[config.mk]
export PLATFORM = sky130hd
export DESIGN_NAME = baud_tick_gen
export DESIGN_NICKNAME = d
export VERILOG_FILES = /design/src/rtl/baud_pkg.sv /design/src/rtl/baud_tick_ch.sv /design/src/rtl/baud_tick_gen.sv
export SDC_FILE = /design/constraint.sdc
export NUM_CORES = 1
export LEC_CHECK = 0
export CAP_MARGIN = 10
export CORE_MARGIN = 3
export CORE_UTILIZATION = 63
export DETAILED_ROUTE_END_ITERATION = 10
export GPL_TIMING_DRIVEN = 0
export PLACE_DENSITY = 0.87
export SLEW_MARGIN = 20
export SYNTH_ARGS = -nofsm -noshare
export SYNTH_HDL_FRONTEND = slang
export SYNTH_HIERARCHICAL = 1
export SYNTH_SLANG_ARGS = --single-unit
[constraint.sdc]
create_clock -name clk -period 4.5 [get_ports clk]
set_input_delay 0.45 -clock clk [delete_from_list [all_inputs] [get_ports clk]]
set_output_delay 0.45 -clock clk [all_outputs]
set_load 0.005 [all_outputs]
[src/rtl/baud_pkg.sv]
// Shared defaults and helpers for the baud tick generator.
package baud_pkg;

    localparam int unsigned DEF_NUM_CH     = 2;
    localparam int unsigned DEF_DIV_W      = 16;
    localparam int unsigned DEF_FRAC_W     = 4;
    localparam int unsigned DEF_OVERSAMPLE = 16;

    // Oversample phase at which the mid-bit sample tick fires.
    function automatic int unsigned midPhase(input int unsigned oversample);
        return oversample / 2;
    endfunction

endpackage

[src/rtl/baud_tick_ch.sv]
// One baud timing channel: fractional period counter, oversample phase and tick pulses.
// Optional legacy square-wave output when BAUD_TICK_GEN_CLKOUT_EN is defined.
module baud_tick_ch
    import baud_pkg::*;
#(
    parameter int unsigned DIV_W      = DEF_DIV_W,
    parameter int unsigned FRAC_W     = DEF_FRAC_W,
    parameter int unsigned OVERSAMPLE = DEF_OVERSAMPLE,
    localparam int unsigned OS_W      = $clog2(OVERSAMPLE)
) (
    input  logic              clk,
    input  logic              rst_n,
    input  logic              en,
    input  logic              resync,
    input  logic [DIV_W-1:0]  divInt,
    input  logic [FRAC_W-1:0] divFrac,
    output logic              osTick,
    output logic              baudTick,
    output logic              sampleTick,
    output logic [OS_W-1:0]   osPhase
`ifdef BAUD_TICK_GEN_CLKOUT_EN
    ,
    output logic              baudClk
`endif
);

    localparam logic [OS_W-1:0] MID = OS_W'(midPhase(OVERSAMPLE));

    // One extra counter bit so divLat + extend never wraps at divInt = all-ones.
    logic [DIV_W:0]    cnt;
    logic [FRAC_W-1:0] acc;
    logic              extend;
    logic [OS_W-1:0]   phase;
    logic [DIV_W-1:0]  divLat;
    logic [FRAC_W-1:0] divFracLat;
    logic              enQ;

    logic              start;
    logic [DIV_W:0]    termVal;
    logic              terminal;
    logic [FRAC_W:0]   fracSum;
    logic [OS_W-1:0]   phaseNext;

    // A start (enable rise or resync) behaves like a fresh post-reset channel.
    assign start     = en & (~enQ | resync);
    assign termVal   = {1'b0, divLat} + {{DIV_W{1'b0}}, extend};
    assign terminal  = (cnt == termVal);
    assign fracSum   = {1'b0, acc} + {1'b0, divFracLat};
    assign phaseNext = phase + OS_W'(1);
    assign osPhase   = phase;

    // Period counter, fractional accumulator, phase and registered tick pulses.
    always_ff @(posedge clk or negedge rst_n) begin
        if (!rst_n) begin
            cnt        <= '0;
            acc        <= '0;
            extend     <= 1'b0;
            phase      <= '0;
            divLat     <= '0;
            divFracLat <= '0;
            enQ        <= 1'b0;
            osTick     <= 1'b0;
            baudTick   <= 1'b0;
            sampleTick <= 1'b0;
        end else if (!en) begin
            cnt        <= '0;
            acc        <= '0;
            extend     <= 1'b0;
            phase      <= '0;
            enQ        <= 1'b0;
            osTick     <= 1'b0;
            baudTick   <= 1'b0;
            sampleTick <= 1'b0;
        end else if (start) begin
            // Any tick that would have fired on this edge is dropped.
            cnt        <= '0;
            acc        <= '0;
            extend     <= 1'b0;
            phase      <= '0;
            divLat     <= divInt;
            divFracLat <= divFrac;
            enQ        <= 1'b1;
            osTick     <= 1'b0;
            baudTick   <= 1'b0;
            sampleTick <= 1'b0;
        end else if (terminal) begin
            cnt        <= '0;
            acc        <= fracSum[FRAC_W-1:0];
            extend     <= fracSum[FRAC_W];
            phase      <= phaseNext;
            divLat     <= divInt;
            divFracLat <= divFrac;
            osTick     <= 1'b1;
            baudTick   <= (phaseNext == '0);
            sampleTick <= (phaseNext == MID);
        end else begin
            cnt        <= cnt + (DIV_W+1)'(1);
            osTick     <= 1'b0;
            baudTick   <= 1'b0;
            sampleTick <= 1'b0;
        end
    end

`ifdef BAUD_TICK_GEN_CLKOUT_EN
    // Square wave toggling on bit boundary and mid-bit, aligned with the tick pulses.
    always_ff @(posedge clk or negedge rst_n) begin
        if (!rst_n) begin
            baudClk <= 1'b0;
        end else if (!en || start) begin
            baudClk <= 1'b0;
        end else if (terminal && ((phaseNext == '0) || (phaseNext == MID))) begin
            baudClk <= ~baudClk;
        end
    end
`endif

endmodule

[src/rtl/baud_tick_gen.sv]
// Multi-channel baud timing generator: one baud_tick_ch per channel plus port slicing.
// Define BAUD_TICK_GEN_CLKOUT_EN to add the legacy baud_clk square-wave output.
module baud_tick_gen
    import baud_pkg::*;
#(
    parameter int unsigned NUM_CH     = DEF_NUM_CH,
    parameter int unsigned DIV_W      = DEF_DIV_W,
    parameter int unsigned FRAC_W     = DEF_FRAC_W,
    parameter int unsigned OVERSAMPLE = DEF_OVERSAMPLE,
    localparam int unsigned OS_W      = $clog2(OVERSAMPLE)
) (
    input  logic                     clk,
    input  logic                     rst_n,
    input  logic [NUM_CH-1:0]        en,
    input  logic [NUM_CH*DIV_W-1:0]  div_int,
    input  logic [NUM_CH*FRAC_W-1:0] div_frac,
    input  logic [NUM_CH-1:0]        resync,
    output logic [NUM_CH-1:0]        os_tick,
    output logic [NUM_CH-1:0]        baud_tick,
    output logic [NUM_CH-1:0]        sample_tick,
    output logic [NUM_CH*OS_W-1:0]   os_phase
`ifdef BAUD_TICK_GEN_CLKOUT_EN
    ,
    output logic [NUM_CH-1:0]        baud_clk
`endif
);

    for (genvar ch = 0; ch < NUM_CH; ch++) begin : gCh
        baud_tick_ch #(
            .DIV_W      (DIV_W),
            .FRAC_W     (FRAC_W),
            .OVERSAMPLE (OVERSAMPLE)
        ) uCh (
            .clk        (clk),
            .rst_n      (rst_n),
            .en         (en[ch]),
            .resync     (resync[ch]),
            .divInt     (div_int[ch*DIV_W +: DIV_W]),
            .divFrac    (div_frac[ch*FRAC_W +: FRAC_W]),
            .osTick     (os_tick[ch]),
            .baudTick   (baud_tick[ch]),
            .sampleTick (sample_tick[ch]),
            .osPhase    (os_phase[ch*OS_W +: OS_W])
`ifdef BAUD_TICK_GEN_CLKOUT_EN
            ,
            .baudClk    (baud_clk[ch])
`endif
        );
    end

endmodule
==> impl_metrics.yaml, run 1 <==
outcome:
  status: "finished clean"
placed_design:
  placed_cells: 892
  gp_congestion: 0.897
  dp_hpwl_um: 11200
  place.port_buffers: 58
  dp_slack_ns: 1.30
synth:
  ys_ff_latch: 100
  seq_area_frac_synth: 0.392
  yosysTopAreaCell: "dfrtp_1"
  synthArstFlopShare: 1.00
  netlist_top_cells_count: "100 x dfrtp_1, 57 x nor2_1, 50 x nand2_1, 43 x xnor2_1, 39 x o211ai_1"
  syn_avg_cell_area_sq_um: 9.13
  ys_types: 68
  yosys-top-cells-area: "dfrtp_1 39%, xnor2_1 5.9%, o211ai_1 4.6%"
  syn_area_sq_um: 6390
  syn_inst: 700
  synthFlopType: "dfrtp_1"
  synth_top_area_frac: 0.392
  synth_nets: 766
  yosysMostFrequentCell: "dfrtp_1"
  synth-warning-count: 6
  synth_edf_count: 0
layout:
  diodes: 0
  fin_cells: 908
  nets: 837
  area_growth_pct: 15.3
  drive_gt1_frac: 0.0813
clock_tree:
  clockBufferDepth: 2
  cts-root-buf: "clkbuf_8"
  cts.reportedPaths.clkPinSlew_ns: 0.10
  cts_resized: 0
  ctsHoldBuffers: 1
  clock_latency_ns: 0.38
  h-tree-depth: 3
  cts.sinks: 100
  post_cts_buffers: 0
  tritoncts: "built"
  cts_made_buffers: 9
routing:
  route.antenna.remaining_nets: 0
  drc: 0
  viasPerCell: 6.35
  drt_pass1_iterations: 5
  vias: 5769
  routedWlPerCell_um: 16.9
  drt-total-wl_um: 15400
  drt_first_iter_violations: 358
power_and_ir_drop:
  power.leakage_nw: 2.97
  ir_drop_uv: 184
  power.density_nw_per_um2: 272
  p_total_mw: 2.01
sta:
  setup_violations: 0
  hold_viol_final: 0
  fmax_ghz: 0.300
  slew_headroom: 0.556
  rsz0062_at_grt: "no"
  maxSlewViolCount: 0
  finalCriticalPeriod_ns: 3.33
  worst_slack_ns: 1.17
  fin_skew_ns: 0.0104
  worst_pin_slew_ns: 0.667
  fin_crit_sh: 0.740
worst_setup_path:
  crit_chain: "ha_1 -> ha_1 -> nand3_1 -> nor4_1 -> xor2_1 -> nor4_1 -> nand4_1 -> o21ai_2 -> buf_4 -> nor2_1"
  critPathLaunchType: "flop"
  critical-path-max-stage-delay_ns: 0.48
  endpoint_kind: "flop"
  critPathRequiredTime_ns: 4.76
  critical_path_class: "reg2reg"
  critPathArrivalTime_ns: 3.60
  cpMaxStageDelayCell: "o21ai_2"
  crit_family: "simple AND/OR/NAND/NOR gates"
  cp_max_fo: 10
  path_buf_inv: 1
floorplan:
  coreArea_sq_um: 9820
  die_y_um: 107
  fp.dieArea_sq_um: 11400
  rows: 36
  initial_core_util: 0.651
  top_level_ports: 60
  fp.dieW_um: 107
global_route:
  grt_max_degree: 82
  use_met2: 0.471
  grt-ovfl-total: 0
  busiest_layer: "met2"
  grt_use_met1: 0.330
  track_usage: 0.275
  grt_pass1_wl_um: 25800
  grt_pass1_vias: 5671
  globalRouteMet3Util: 0.0433
  grt_antenna_before_repair: 0
hold_path:
  min_path_type: "in2reg"
flow_run:
  max-cap-violations: 0
==> worst paths after layout <==
path / slack (ns) / endpoint / from / depth (start not counted)
setup / recovery: 1.17 / gCh[0].uCh/cnt[9]$_DFF_PN0_ / gCh[0].uCh/divLat[0]$_DFFE_PN0P_ / 10
hold / removal: 0.41 / gCh[0].uCh/enQ$_DFFE_PN0P_ / en[0] / 2
setup reg to reg: 1.17 / gCh[0].uCh/cnt[9]$_DFF_PN0_ / gCh[0].uCh/divLat[0]$_DFFE_PN0P_ / 10
hold reg to reg: 0.54 / gCh[1].uCh/cnt[0]$_DFF_PN0_ / gCh[1].uCh/cnt[0]$_DFF_PN0_ / 1
max in group asynchronous: 3.37 / gCh[0].uCh/cnt[11]$_DFF_PN0_ / rst_n / 3
min in group asynchronous: 0.48 / gCh[0].uCh/divLat[4]$_DFFE_PN0P_ / rst_n / 2
==> cell families (layout without fill, tap and decap cells) <==
family                     Yosys count  count (layout)  synth area share
and+or+nand+nor                    254             254             0.213
AOI/OAI and AO/OA                  166             166             0.192
DFF                                100             100             0.392
buffers and inverters               86             161            0.0582
xor gates and xnor gates            69              69            0.0958
adders and majority gates           20              20            0.0415
muxes                                5               5           0.00803
==> metrics by stage <==
| stage | util | setup TNS [ns] | area [sq um] | hold slack, ns |
|---|---|---|---|---|
| floorplan | - | 0 | 6390 | 0.154 |
| global placement | 0.727 | -66.02 | 7140 | 0.527 |
| detailed placement | 0.730 | 0 | 7170 | 0.311 |
| CTS | 0.750 | 0 | 7370 | 0.394 |
| global route | 0.750 | 0 | 7370 | 0.410 |
| finish | 0.750 | 0 | 7370 | 0.408 |
==> power breakdown <==
group          switching (mW)  internal [mW]  total (mW)  leakage [nW]
Combinational           0.241          0.181       0.422          1.57
Clock                   0.321          0.254       0.574        0.0873
Sequential             0.0590          0.951        1.01          1.31
Total                   0.621           1.39        2.01          2.97
==> placed cells by master, fill, tap and decap left out, types with 6 or more instances in the layout <==
| cell type | Yosys | layout |
|---|---|---|
| dfrtp_1 | 100 | 100 |
| nor2_1 | 57 | 57 |
| clkdlybuf4s50_1 | 0 | 57 |
| nand2_1 | 50 | 50 |
| xnor2_1 | 43 | 43 |
| o211ai_1 | 39 | 39 |
| nand4_1 | 36 | 36 |
| inv_1 | 30 | 30 |
| nand3_1 | 30 | 30 |
| clkbuf_1 | 30 | 30 |
| xor2_1 | 25 | 25 |
| a21oi_1 | 24 | 24 |
| o31ai_1 | 22 | 22 |
| a32oi_1 | 20 | 20 |
| buf_2 | 18 | 18 |
| and3_1 | 18 | 18 |
| ha_1 | 18 | 18 |
| o21ai_0 | 14 | 14 |
| clkbuf_8 | 0 | 9 |
| nor2b_1 | 9 | 9 |
| and4_1 | 7 | 7 |
| nor3_1 | 7 | 7 |
| a211oi_1 | 6 | 6 |
==> area by class of cell <==
type                       count  area, sq um
timing repair buffer          60          619
multi-input combinational    514         3520
inverter                      30          113
clock buffer                   9          124
buffer                        56          259
sequential                   100         2500
tap                          133          166
clock inverter                 6         66.3
fill                         772         2450
==> metal layers <==
layer,vias up,wire length [um]
li1,2707,-
met1,2780,6330
met2,233,7770
met3,49,786
met4,0,482
met5,-,0
==> state kept, by name, indices dropped and copies added, names as in the netlist <==
signal,flops
gCh.uCh/osPhase,8
gCh.uCh/osTick,2
gCh.uCh/divLat,32
gCh.uCh/enQ,2
gCh.uCh/sampleTick,2
gCh.uCh/cnt,34
gCh.uCh/extend,2
gCh.uCh/acc,8
gCh.uCh/divFracLat,8
gCh.uCh/baudTick,2
(Power assumes the default switching activity.)
==> run 2: changes to the inputs <==
Settings changed: CORE_UTILIZATION 63 to 58, PLACE_DENSITY 0.87 to 0.81.
Clock period 4.5 ns to 3.1 ns, I/O delays scaled along.
==> run 2 against run 1 <==
  * Setup slack worse by 1.1 ns
  * Final area up 0.87%
  * Fmax up 12%
  * Via count up 0.29%
  * Non-clock buffer count up 1
  * Routed wire length up 1.3%
  * Global-route usage down 2.2 points
  * Power up 42%
  * Sequential power up 46%
  * Final cell count up 0.55%
  * Critical path type unchanged
==> impl_metrics.yaml, run 2 (synthesis results as in run 1) <==
outcome:
  status: "finished clean"
worst_setup_path:
  critical_path_class: "reg2reg"
  r2r_slack_ns: 0.11
  critPathRequiredTime_ns: 3.36
  critPathLaunchType: "flop"
  endpoint_kind: "flop"
  reg2reg_from: "gCh[1].uCh/cnt[15]$_DFF_PN0_"
  r2r_cells: 9
  cp_max_fo: 10
  critPathArrivalTime_ns: 3.24
  worstReg2RegEnd: "gCh[1].uCh/divLat[4]$_DFFE_PN0P_"
layout:
  diodes: 0
  largest_register_ffs: 34
  top_regs: "gCh.uCh/cnt (34), gCh.uCh/divLat (32)"
  final_util: 0.707
  drive_gt1_frac: 0.0927
  area_growth_pct: 16.3
  final_cell_mix: "98 x dfrtp_1, 57 x nor2_1, 57 x clkdlybuf4s50_1, 50 x nand2_1, 43 x xnor2_1"
  n_fill_cell: 802
  final_common_cell: "dfrtp_1"
  regMostFlops: "gCh.uCh/cnt"
  nets: 838
floorplan:
  fp.dieArea_sq_um: 12300
  rows: 37
  fp.dieW_um: 111
  top_level_ports: 60
  initial_core_util: 0.608
  die_y_um: 111
  coreArea_sq_um: 10500
routing:
  route.antenna.remaining_nets: 0
  routedWlPerCell_um: 17.1
  vias: 5786
  drc: 0
  viasPerCell: 6.34
  drt_first_iter_violations: 532
  drt_pass1_iterations: 5
  drt-total-wl_um: 15600
sta:
  maxSlewViolCount: 0
  rsz0062_at_grt: "no"
  hold_viol_final: 0
  fin_skew_ns: 0.00801
  fmax_ghz: 0.335
  finalCriticalPeriod_ns: 2.99
  worst_pin_slew_ns: 0.631
  setup_violations: 0
  fin_crit_sh: 0.963
  slew_headroom: 0.577
  tns_ns: 0
clock_tree:
  clockBufferDepth: 2
  cts_made_buffers: 9
  cts.sinks: 100
  cts.reportedPaths.clkPinSlew_ns: 0.09
  h-tree-depth: 3
  clock_latency_ns: 0.39
  cts-root-buf: "clkbuf_8"
  tritoncts: "built"
global_route:
  grt_max_degree: 71
  grt_pass1_vias: 5676
  grt-ovfl-total: 0
  grt_antenna_before_repair: 0
  track_usage: 0.253
  grt_pass1_wl_um: 26100
power_and_ir_drop:
  ir_drop_uv: 413
  power.leakage_nw: 2.99
  power.density_nw_per_um2: 384
placed_design:
  dp_hpwl_um: 11300
  place.port_buffers: 58
  gp_congestion: 0.905
hold_path:
  hp-start: "en[0]"
  min_path_cells: 2
  min_path_type: "in2reg"
  worstHoldEndpoint: "gCh[0].uCh/enQ$_DFFE_PN0P_"
flow_run:
  max-cap-violations: 0
run 2: cell types whose count changed in the layout (fill, tap and decap cells not counted), sizes merged:
| cell | change |
|---|---|
| buf | +2 |
| clkbuf | +2 |
| inv | +1 |
| bufinv | -1 |
| clkinvlp | -2 |
run 2: how the worst max path moves through the flow:
stage                                                 from                              endpoint  slack (ns)
final                         gCh[1].uCh/cnt[15]$_DFF_PN0_      gCh[1].uCh/divLat[4]$_DFFE_PN0P_        0.11
after global routing          gCh[1].uCh/cnt[15]$_DFF_PN0_      gCh[1].uCh/divLat[4]$_DFFE_PN0P_       0.003
after CTS                    gCh[0].uCh/extend$_DFFE_PN0P_     gCh[0].uCh/divLat[13]$_DFFE_PN0P_        0.01
after detailed placement  gCh[0].uCh/divLat[0]$_DFFE_PN0P_          gCh[0].uCh/cnt[10]$_DFF_PN0_       -0.14
after global placement                               rst_n     gCh[1].uCh/osPhase[0]$_DFFE_PN0P_       -1.98
after floorplan               gCh[1].uCh/cnt[15]$_DFF_PN0_  gCh[1].uCh/divFracLat[0]$_DFFE_PN0P_        0.48
run 2: worst max-delay path: stages (launching register included):
cell,delay [ns]
dfrtp_2,0.45
xnor2_2,0.22
or3b_1,0.43
a2111oi_4,0.37
o2111ai_2,0.18
or3_4,0.46
buf_2,0.21
buf_2,0.20
o211ai_1,0.22
o31ai_1,0.12
run 2: stage by stage:
step | setup WS, ns | total power, mW | hold WS [ns] | area, sq um | cells
2_1_floorplan | 0.482 | 1.88 | 0.0144 | 6390 | 700
3_3_place_gp | -1.98 | 2.05 | 0.531 | 7140 | 894
3_5_place_dp | -0.139 | 2.09 | 0.213 | 7170 | 895
4_1_cts | 0.0135 | 2.86 | 0.239 | 7370 | 914
5_1_grt | 0.00330 | 3.01 | 0.262 | 7430 | 913
6_report | 0.113 | 2.86 | 0.254 | 7430 | 913
run 2: what timing repair did:
action	CTS	global route
endpoints found under the setup margin	12	63
buffers inserted	2	0
resized for setup	2	12
endpoints found under the hold margin	30	0
hold buffers	1	0
pin swaps	1	0
run 2: power breakdown:
part,switching [mW],internal (mW),leakage (nW)
logic,0.356,0.265,1.60
clock network,0.464,0.299,0.0812
registers,0.0911,1.38,1.31
run 2: routing by layer:
metal,track usage,vias to the layer above,wire [um]
met4,0.0895,0,344
met2,0.438,200,7930
met1,0.304,2838,6450
met3,0.0655,34,842
met5,0,-,0
li1,-,2714,-
run 2: layout make-up:
class | instances | area [sq um] | area share
Clock buffer | 12 | 135 | 0.0182
Sequential cell | 100 | 2500 | 0.337
Inverter | 30 | 113 | 0.0152
Buffer | 55 | 256 | 0.0345
Multi-Input combinational cell | 514 | 3580 | 0.482
Tap cell | 136 | 170 | 0.0229
Clock inverter | 4 | 33.8 | 0.00455
Timing Repair Buffer | 62 | 634 | 0.0854
